`src/rtl/tft_rx_monitor.sv`:
```
// tft_rx_monitor: oversampling TFT RGB/HSYNC/VSYNC/DE receiver with pixel recovery, timing measurement and lock tracking
module tft_rx_monitor #(
  parameter int EXP_H_TOTAL  = 939,
  parameter int EXP_H_ACTIVE = 800,
  parameter int EXP_V_TOTAL  = 555,
  parameter int EXP_V_ACTIVE = 480,
  parameter int TIMEOUT      = 1024
) (
  input  logic        clk,
  input  logic        reset,
  input  logic        pxclk_in,
  input  logic        hsync_in,
  input  logic        vsync_in,
  input  logic        de_in,
  input  logic [7:0]  r_in,
  input  logic [7:0]  g_in,
  input  logic [7:0]  b_in,
  input  logic        err_clear,
  output logic        pix_valid,
  output logic [9:0]  pix_x,
  output logic [8:0]  pix_y,
  output logic [23:0] pix_rgb,
  output logic        line_start,
  output logic        frame_start,
  output logic [11:0] h_total,
  output logic [11:0] h_active,
  output logic [11:0] v_total,
  output logic [11:0] v_active,
  output logic        locked,
  output logic        err_sticky
);
  localparam int TW = $clog2(TIMEOUT + 1);
  localparam logic [TW-1:0] TMO_LAST = TW'(TIMEOUT - 1);
  localparam logic [11:0] EHT = 12'(EXP_H_TOTAL);
  localparam logic [11:0] EHA = 12'(EXP_H_ACTIVE);
  localparam logic [11:0] EVT = 12'(EXP_V_TOTAL);
  localparam logic [11:0] EVA = 12'(EXP_V_ACTIVE);
  typedef enum logic [1:0] {SEARCH, MEASURE, LOCKED} state_t;
  state_t state_q, state_d;
  logic [27:0] s1_q, s1_d, s2_q, s2_d;
  logic px_prev_q, px_prev_d, hs_prev_q, hs_prev_d, vs_prev_q, vs_prev_d;
  logic first_q, first_d, had_q, had_d, bad_q, bad_d, err_q, err_d;
  logic [11:0] h_cnt_q, h_cnt_d, de_cnt_q, de_cnt_d, v_cnt_q, v_cnt_d, va_cnt_q, va_cnt_d;
  logic [11:0] h_total_q, h_total_d, h_active_q, h_active_d, v_total_q, v_total_d, v_active_q, v_active_d;
  logic [9:0] x_q, x_d, pix_x_q, pix_x_d;
  logic [8:0] y_q, y_d, pix_y_q, pix_y_d;
  logic [23:0] pix_rgb_q, pix_rgb_d;
  logic pix_valid_q, pix_valid_d, line_start_q, line_start_d, frame_start_q, frame_start_d;
  logic [TW-1:0] tmo_q, tmo_d;
  logic tick, hs_fall, vs_fall, tmo_hit, line_chk, v_chk, err_set;

  function automatic logic [11:0] inc12(input logic [11:0] a);
    return (a == 12'hFFF) ? a : a + 12'd1;
  endfunction

  // Edge detection on the synchronised stream, line/frame counting, lock FSM next state
  always_comb begin
    s1_d = {pxclk_in, hsync_in, vsync_in, de_in, r_in, g_in, b_in};
    s2_d = s1_q;
    px_prev_d = s2_q[27];
    tick = s2_q[27] & ~px_prev_q;
    hs_fall = tick & hs_prev_q & ~s2_q[26];
    vs_fall = tick & vs_prev_q & ~s2_q[25];
    tmo_hit = ~tick & (tmo_q == TMO_LAST);
    tmo_d = (tick | tmo_hit) ? '0 : tmo_q + TW'(1);
    state_d = state_q;
    hs_prev_d = hs_prev_q;
    vs_prev_d = vs_prev_q;
    first_d = first_q;
    had_d = had_q;
    bad_d = bad_q;
    h_cnt_d = h_cnt_q;
    de_cnt_d = de_cnt_q;
    v_cnt_d = v_cnt_q;
    va_cnt_d = va_cnt_q;
    h_total_d = h_total_q;
    h_active_d = h_active_q;
    v_total_d = v_total_q;
    v_active_d = v_active_q;
    x_d = x_q;
    y_d = y_q;
    pix_x_d = pix_x_q;
    pix_y_d = pix_y_q;
    pix_rgb_d = pix_rgb_q;
    pix_valid_d = 1'b0;
    line_start_d = 1'b0;
    frame_start_d = 1'b0;
    line_chk = 1'b0;
    v_chk = 1'b0;
    err_set = 1'b0;
    if (tmo_hit) begin
      state_d = SEARCH;
      first_d = 1'b1;
      had_d = 1'b0;
      bad_d = 1'b0;
      h_cnt_d = '0;
      de_cnt_d = '0;
      v_cnt_d = '0;
      va_cnt_d = '0;
      x_d = '0;
      y_d = '0;
      err_set = state_q == LOCKED;
    end else if (tick) begin
      hs_prev_d = s2_q[26];
      vs_prev_d = s2_q[25];
      h_cnt_d = inc12(h_cnt_q);
      if (s2_q[24]) begin
        pix_valid_d = (state_q == LOCKED) && ({2'b0, x_q} < EHA) && ({3'b0, y_q} < EVA);
        pix_x_d = pix_valid_d ? x_q : pix_x_q;
        pix_y_d = pix_valid_d ? y_q : pix_y_q;
        pix_rgb_d = pix_valid_d ? s2_q[23:0] : pix_rgb_q;
        de_cnt_d = inc12(de_cnt_q);
        x_d = (x_q == '1) ? x_q : x_q + 10'd1;
        had_d = 1'b1;
      end
      if (hs_fall) begin
        line_start_d = state_q != SEARCH;
        line_chk = ~first_q & ((h_cnt_q != EHT) | (had_q & (de_cnt_q != EHA)));
        h_total_d = first_q ? h_total_q : h_cnt_q;
        h_active_d = (first_q | ~had_q) ? h_active_q : de_cnt_q;
        v_cnt_d = inc12(v_cnt_q);
        va_cnt_d = had_q ? inc12(va_cnt_q) : va_cnt_q;
        y_d = (had_q && y_q != '1) ? y_q + 9'd1 : y_q;
        first_d = 1'b0;
        h_cnt_d = 12'd1;
        de_cnt_d = '0;
        x_d = '0;
        had_d = 1'b0;
        bad_d = bad_q | line_chk;
        state_d = (line_chk && state_q == LOCKED) ? MEASURE : state_q;
        err_set = line_chk && state_q == LOCKED;
      end
      if (vs_fall) begin
        frame_start_d = state_q != SEARCH;
        v_chk = (v_cnt_d != EVT) | (va_cnt_d != EVA);
        v_total_d = (state_q == SEARCH) ? v_total_q : v_cnt_d;
        v_active_d = (state_q == SEARCH) ? v_active_q : va_cnt_d;
        if (state_q == SEARCH) state_d = MEASURE;
        else if (state_q == MEASURE)
          state_d = (~bad_d & ~v_chk & (h_total_d == EHT) & (h_active_d == EHA)) ? LOCKED : MEASURE;
        else if (v_chk) begin
          state_d = MEASURE;
          err_set = 1'b1;
        end
        v_cnt_d = '0;
        va_cnt_d = '0;
        y_d = '0;
        bad_d = 1'b0;
      end
    end
    err_d = err_set | (err_q & ~err_clear);
  end

  // All state, including the input synchroniser, with asynchronous active-low reset
  always_ff @(posedge clk or negedge reset) begin
    if (!reset) begin
      state_q <= SEARCH;
      s1_q <= '0;
      s2_q <= '0;
      px_prev_q <= 1'b0;
      hs_prev_q <= 1'b0;
      vs_prev_q <= 1'b0;
      first_q <= 1'b1;
      had_q <= 1'b0;
      bad_q <= 1'b0;
      err_q <= 1'b0;
      h_cnt_q <= '0;
      de_cnt_q <= '0;
      v_cnt_q <= '0;
      va_cnt_q <= '0;
      h_total_q <= '0;
      h_active_q <= '0;
      v_total_q <= '0;
      v_active_q <= '0;
      x_q <= '0;
      y_q <= '0;
      pix_x_q <= '0;
      pix_y_q <= '0;
      pix_rgb_q <= '0;
      pix_valid_q <= 1'b0;
      line_start_q <= 1'b0;
      frame_start_q <= 1'b0;
      tmo_q <= '0;
    end else begin
      state_q <= state_d;
      s1_q <= s1_d;
      s2_q <= s2_d;
      px_prev_q <= px_prev_d;
      hs_prev_q <= hs_prev_d;
      vs_prev_q <= vs_prev_d;
      first_q <= first_d;
      had_q <= had_d;
      bad_q <= bad_d;
      err_q <= err_d;
      h_cnt_q <= h_cnt_d;
      de_cnt_q <= de_cnt_d;
      v_cnt_q <= v_cnt_d;
      va_cnt_q <= va_cnt_d;
      h_total_q <= h_total_d;
      h_active_q <= h_active_d;
      v_total_q <= v_total_d;
      v_active_q <= v_active_d;
      x_q <= x_d;
      y_q <= y_d;
      pix_x_q <= pix_x_d;
      pix_y_q <= pix_y_d;
      pix_rgb_q <= pix_rgb_d;
      pix_valid_q <= pix_valid_d;
      line_start_q <= line_start_d;
      frame_start_q <= frame_start_d;
      tmo_q <= tmo_d;
    end
  end

  assign pix_valid = pix_valid_q;
  assign pix_x = pix_x_q;
  assign pix_y = pix_y_q;
  assign pix_rgb = pix_rgb_q;
  assign line_start = line_start_q;
  assign frame_start = frame_start_q;
  assign h_total = h_total_q;
  assign h_active = h_active_q;
  assign v_total = v_total_q;
  assign v_active = v_active_q;
  assign locked = state_q == LOCKED;
  assign err_sticky = err_q;
endmodule

```
`config.mk`:
```
export PLATFORM = sky130hd
export DESIGN_NAME = tft_rx_monitor
export DESIGN_NICKNAME = d
export VERILOG_FILES = /design/src/rtl/tft_rx_monitor.sv
export SDC_FILE = /design/constraint.sdc
export NUM_CORES = 1
export LEC_CHECK = 0
export BUFFER_PORTS_ARGS = -buffer_cell sky130_fd_sc_hd__clkbuf_2
export CAP_MARGIN = 20
export CORE_ASPECT_RATIO = 1.5
export CORE_MARGIN = 3
export CORE_UTILIZATION = 40
export DETAILED_ROUTE_END_ITERATION = 8
export GPL_TIMING_DRIVEN = 0
export PLACE_DENSITY = 0.61
export SYNTH_ARGS = -nofsm -noshare
export SYNTH_HDL_FRONTEND = slang
export SYNTH_SLANG_ARGS = --single-unit
export TNS_END_PERCENT = 50
```
`constraint.sdc`:
```
create_clock -name clk -period 2.35 [get_ports clk]
set_input_delay 0.235 -clock clk [delete_from_list [all_inputs] [get_ports clk]]
set_output_delay 0.235 -clock clk [all_outputs]
set_load 0.02 [all_outputs]
```
==> flow_metrics.py <==
metrics = {
    "global_routing": {
        "grt_pass1_vias": 7879,
        "grt_use_met1_pct": 24.1,
        "antenna_found_initial": 0,
        "top_usage_layer": "met2",
        "grt_max_degree": 85,
        "grt_pass1_wl_mm": 41.3,
        "grt_usage_pct": 18.7,
        "grt_use_met3_pct": 2.48,
        "overflow": 0,
        "met2_usage_pct": 32.3,
    },
    "synth": {
        "synthMuxAreaShare_pct": 3.93,
        "synth_compound_area_share_pct": 8.72,
        "yosysSeqAreaShare_pct": 59.1,
        "synthTopCellsByArea": "dfrtp_1, nand2_1, mux2_2",
        "postSynthAreaPerCell_um2": 10.2,
        "synth_fp_nets": 1024,
        "synthTopCellsByCount": "dfrtp_1, nand2_1, nor2_1",
        "synth_simple_gate_area_share_pct": 21.4,
        "synth_top_family_by_area": "simple AND/OR/NAND/NOR gates",
        "netlist.area_leader.share_pct": 58.9,
        "synthXorXnorAreaFrac_pct": 3.40,
        "yosysUniqueCellTypes": 64,
        "ys_ff_latch": 237,
        "synthAdderAreaFrac_pct": 1.12,
        "yosysWarnings": 0,
        "async_reset_ff_share_pct": 100,
        "syn_inst": 984,
        "synthMostInstantiatedCell": "dfrtp_1",
        "synth_top_area_cell": "dfrtp_1",
        "synth_edf_count": 0,
        "synthFlopType": "dfrtp_1",
        "synth_area_mm2": 0.0100,
    },
    "worst_setup_path": {
        "cp_max_fo": 10,
        "cp-end-kind": "flop",
        "crit_arrival_ns": 2.98,
        "crit_type": "reg -> reg",
        "required_ns": 2.77,
        "start_kind": "flop",
    },
    "timing": {
        "slew_headroom_pct": 57.9,
        "slew_viol_final": 0,
        "rsz0062_at_grt": "true",
        "finalCriticalPeriod_ns": 2.57,
        "post-route-period-util_pct": 109,
        "max_freq_mhz": 389,
        "fin_skew_ns": 0.0120,
        "finalSetupViolCount": 5,
        "final.setup.tns_ns": -0.566,
        "worst_pin_slew_ns": 0.632,
        "hold_viol": 0,
        "timing.final.ws_setup_ns": -0.218,
    },
    "layout": {
        "register_area_mm2": 0.00594,
        "finalNetCount": 1231,
        "finalNonFillerCells": 1532,
        "area_delta_synth_final_pct": 29.1,
        "drive_gt1_share_pct": 26.2,
        "fillCellCount": 2242,
        "n_antenna_cell": 0,
        "multiInputGateArea_mm2": 0.00428,
        "final_area_mm2": 0.0130,
    },
    "die": {
        "rows": 70,
        "core-area_mm2": 0.0245,
        "io_pins": 127,
        "fp.dieW_um": 135,
        "initial_core_util_pct": 40.9,
        "die_area_mm2": 0.0271,
        "fp.dieH_um": 200,
    },
    "route": {
        "vias": 7971,
        "drtIter0Drc": 432,
        "ant_nets": 0,
        "wire_per_inst_um": 16.5,
        "wl_mm": 25.4,
        "drt-pass1-iter-count": 5,
        "drc": 0,
        "viasPerCell": 5.20,
    },
    "clock_tree": {
        "clkTransAtPathRegs_ns": 0.06,
        "max-clock-path-buffers": 3,
        "clock_latency_ns": 0.53,
        "cts_buffers": 24,
        "tritoncts": "built",
        "root_buffer": "clkbuf_16",
        "clock-sinks": 237,
        "cts.htree.levels": 1,
    },
    "status": {
        "violations": "setup timing",
        "outcome": "complete, but fails checks",
    },
    "place": {
        "pre_cts_slack_ns": -0.865,
        "place_area_mm2": 0.0112,
        "dp_hpwl_mm": 17.3,
        "routabilityCongestion": 0.888,
        "io_buffers": 126,
        "placedCellCount": 1436,
    },
    "power": {
        "p_total_mw": 9.50,
        "leakage_nw": 6.11,
        "vdd_ir_drop_max_v": 0.000694,
        "cellPowerDensity_mw_per_mm2": 734,
    },
    "run": {
        "cap_violations": 0,
    },
    "min_path": {
        "hold_class": "in -> reg",
    },
}
## kinds of logic (layout without fill, tap and decap cells)
kind of cell / Yosys count / after routing
adders and majority gates: 9 / 9
buffers and inverters: 58 / 282
muxes: 36 / 36
DFF: 237 / 237
xor gates and xnor gates: 39 / 39
AOI/OAI and AO/OA: 142 / 142
and+or+nand+nor: 463 / 463
## per-stage QoR
step / hold slack, ns / utilization [%]
2_1_floorplan: -0.0606 / -
3_3_place_gp: 0.332 / 45.3
3_5_place_dp: 0.296 / 45.6
4_1_cts: 0.0524 / 52.3
5_1_grt: 0.0478 / 52.8
6_report: 0.0403 / 52.8
## where the power goes
group          switching (mW)  total (mW)  internal [mW]
Clock                    1.62        4.03           2.40
Sequential              0.275        4.61           4.33
Combinational           0.505       0.868          0.363
## layer usage
metal | share of wire, % | up-vias
li1 | - | 3828
met1 | 41 | 3841
met2 | 50 | 233
met3 | 5.4 | 69
met4 | 3.6 | 0
met5 | 0 | -
## layout by cell type (no fill, tap or decap), drive strengths merged, types with 4 or more instances in the layout
cell         count
and3            14
nor2            76
nand3           41
and2             6
mux2i            9
and4             6
nor4            14
nand4b           4
nand4           15
inv             14
ha               9
o211ai           5
a22o             7
clkinv           7
xnor2           16
nor3            16
o31ai            8
nand2          233
dfrtp          236
mux2            27
a21oi           27
nand2b           5
a31oi            8
xor2            23
clkbuf         187
o21ai           61
buf             40
dlygate4sd3     29
or3             11
nor2b            4
## cell type report
type | instances | area share (%)
Buffer | 38 | 1.64
Clock buffer | 32 | 5.33
Clock inverter | 11 | 1.22
Inverter | 15 | 0.464
Multi-Input combinational cell | 689 | 33.0
Sequential cell | 237 | 45.8
Tap cell | 324 | 3.13
Timing Repair Buffer | 186 | 9.37
## final timing paths
check,from,to,slack [ns],cells after the start
setup / recovery,v_cnt_q[9],state_q[1],-0.22,8
hold / removal,err_clear,err_sticky,0.04,3
setup reg to reg,v_cnt_q[9],state_q[1],-0.22,8
hold reg to reg,s1_q[9],s2_q[9],0.34,0
max in group asynchronous,reset,s2_q[16],0.91,4
min in group asynchronous,reset,v_total[5],0.26,2
## repair_timing
action                                 4_1_cts  5_1_grt
resized for setup                           79       31
endpoints found under the hold margin      100        0
setup endpoints to repair                  152       99
hold buffers                                29        0
setup buffers                               24        5
pin swaps                                   18        5
## worst max-delay path, stage by stage (launching register included)
cell and delay [ns]:
dfrtp_1 0.32, buf_1 0.34, and3_1 0.32, a41oi_4 0.20
and4_1 0.29, xnor2_1 0.20, nor3_2 0.31, nand3_1 0.16
a2111oi_2 0.32
No activity file was read; power rests on OpenSTA's default activity.
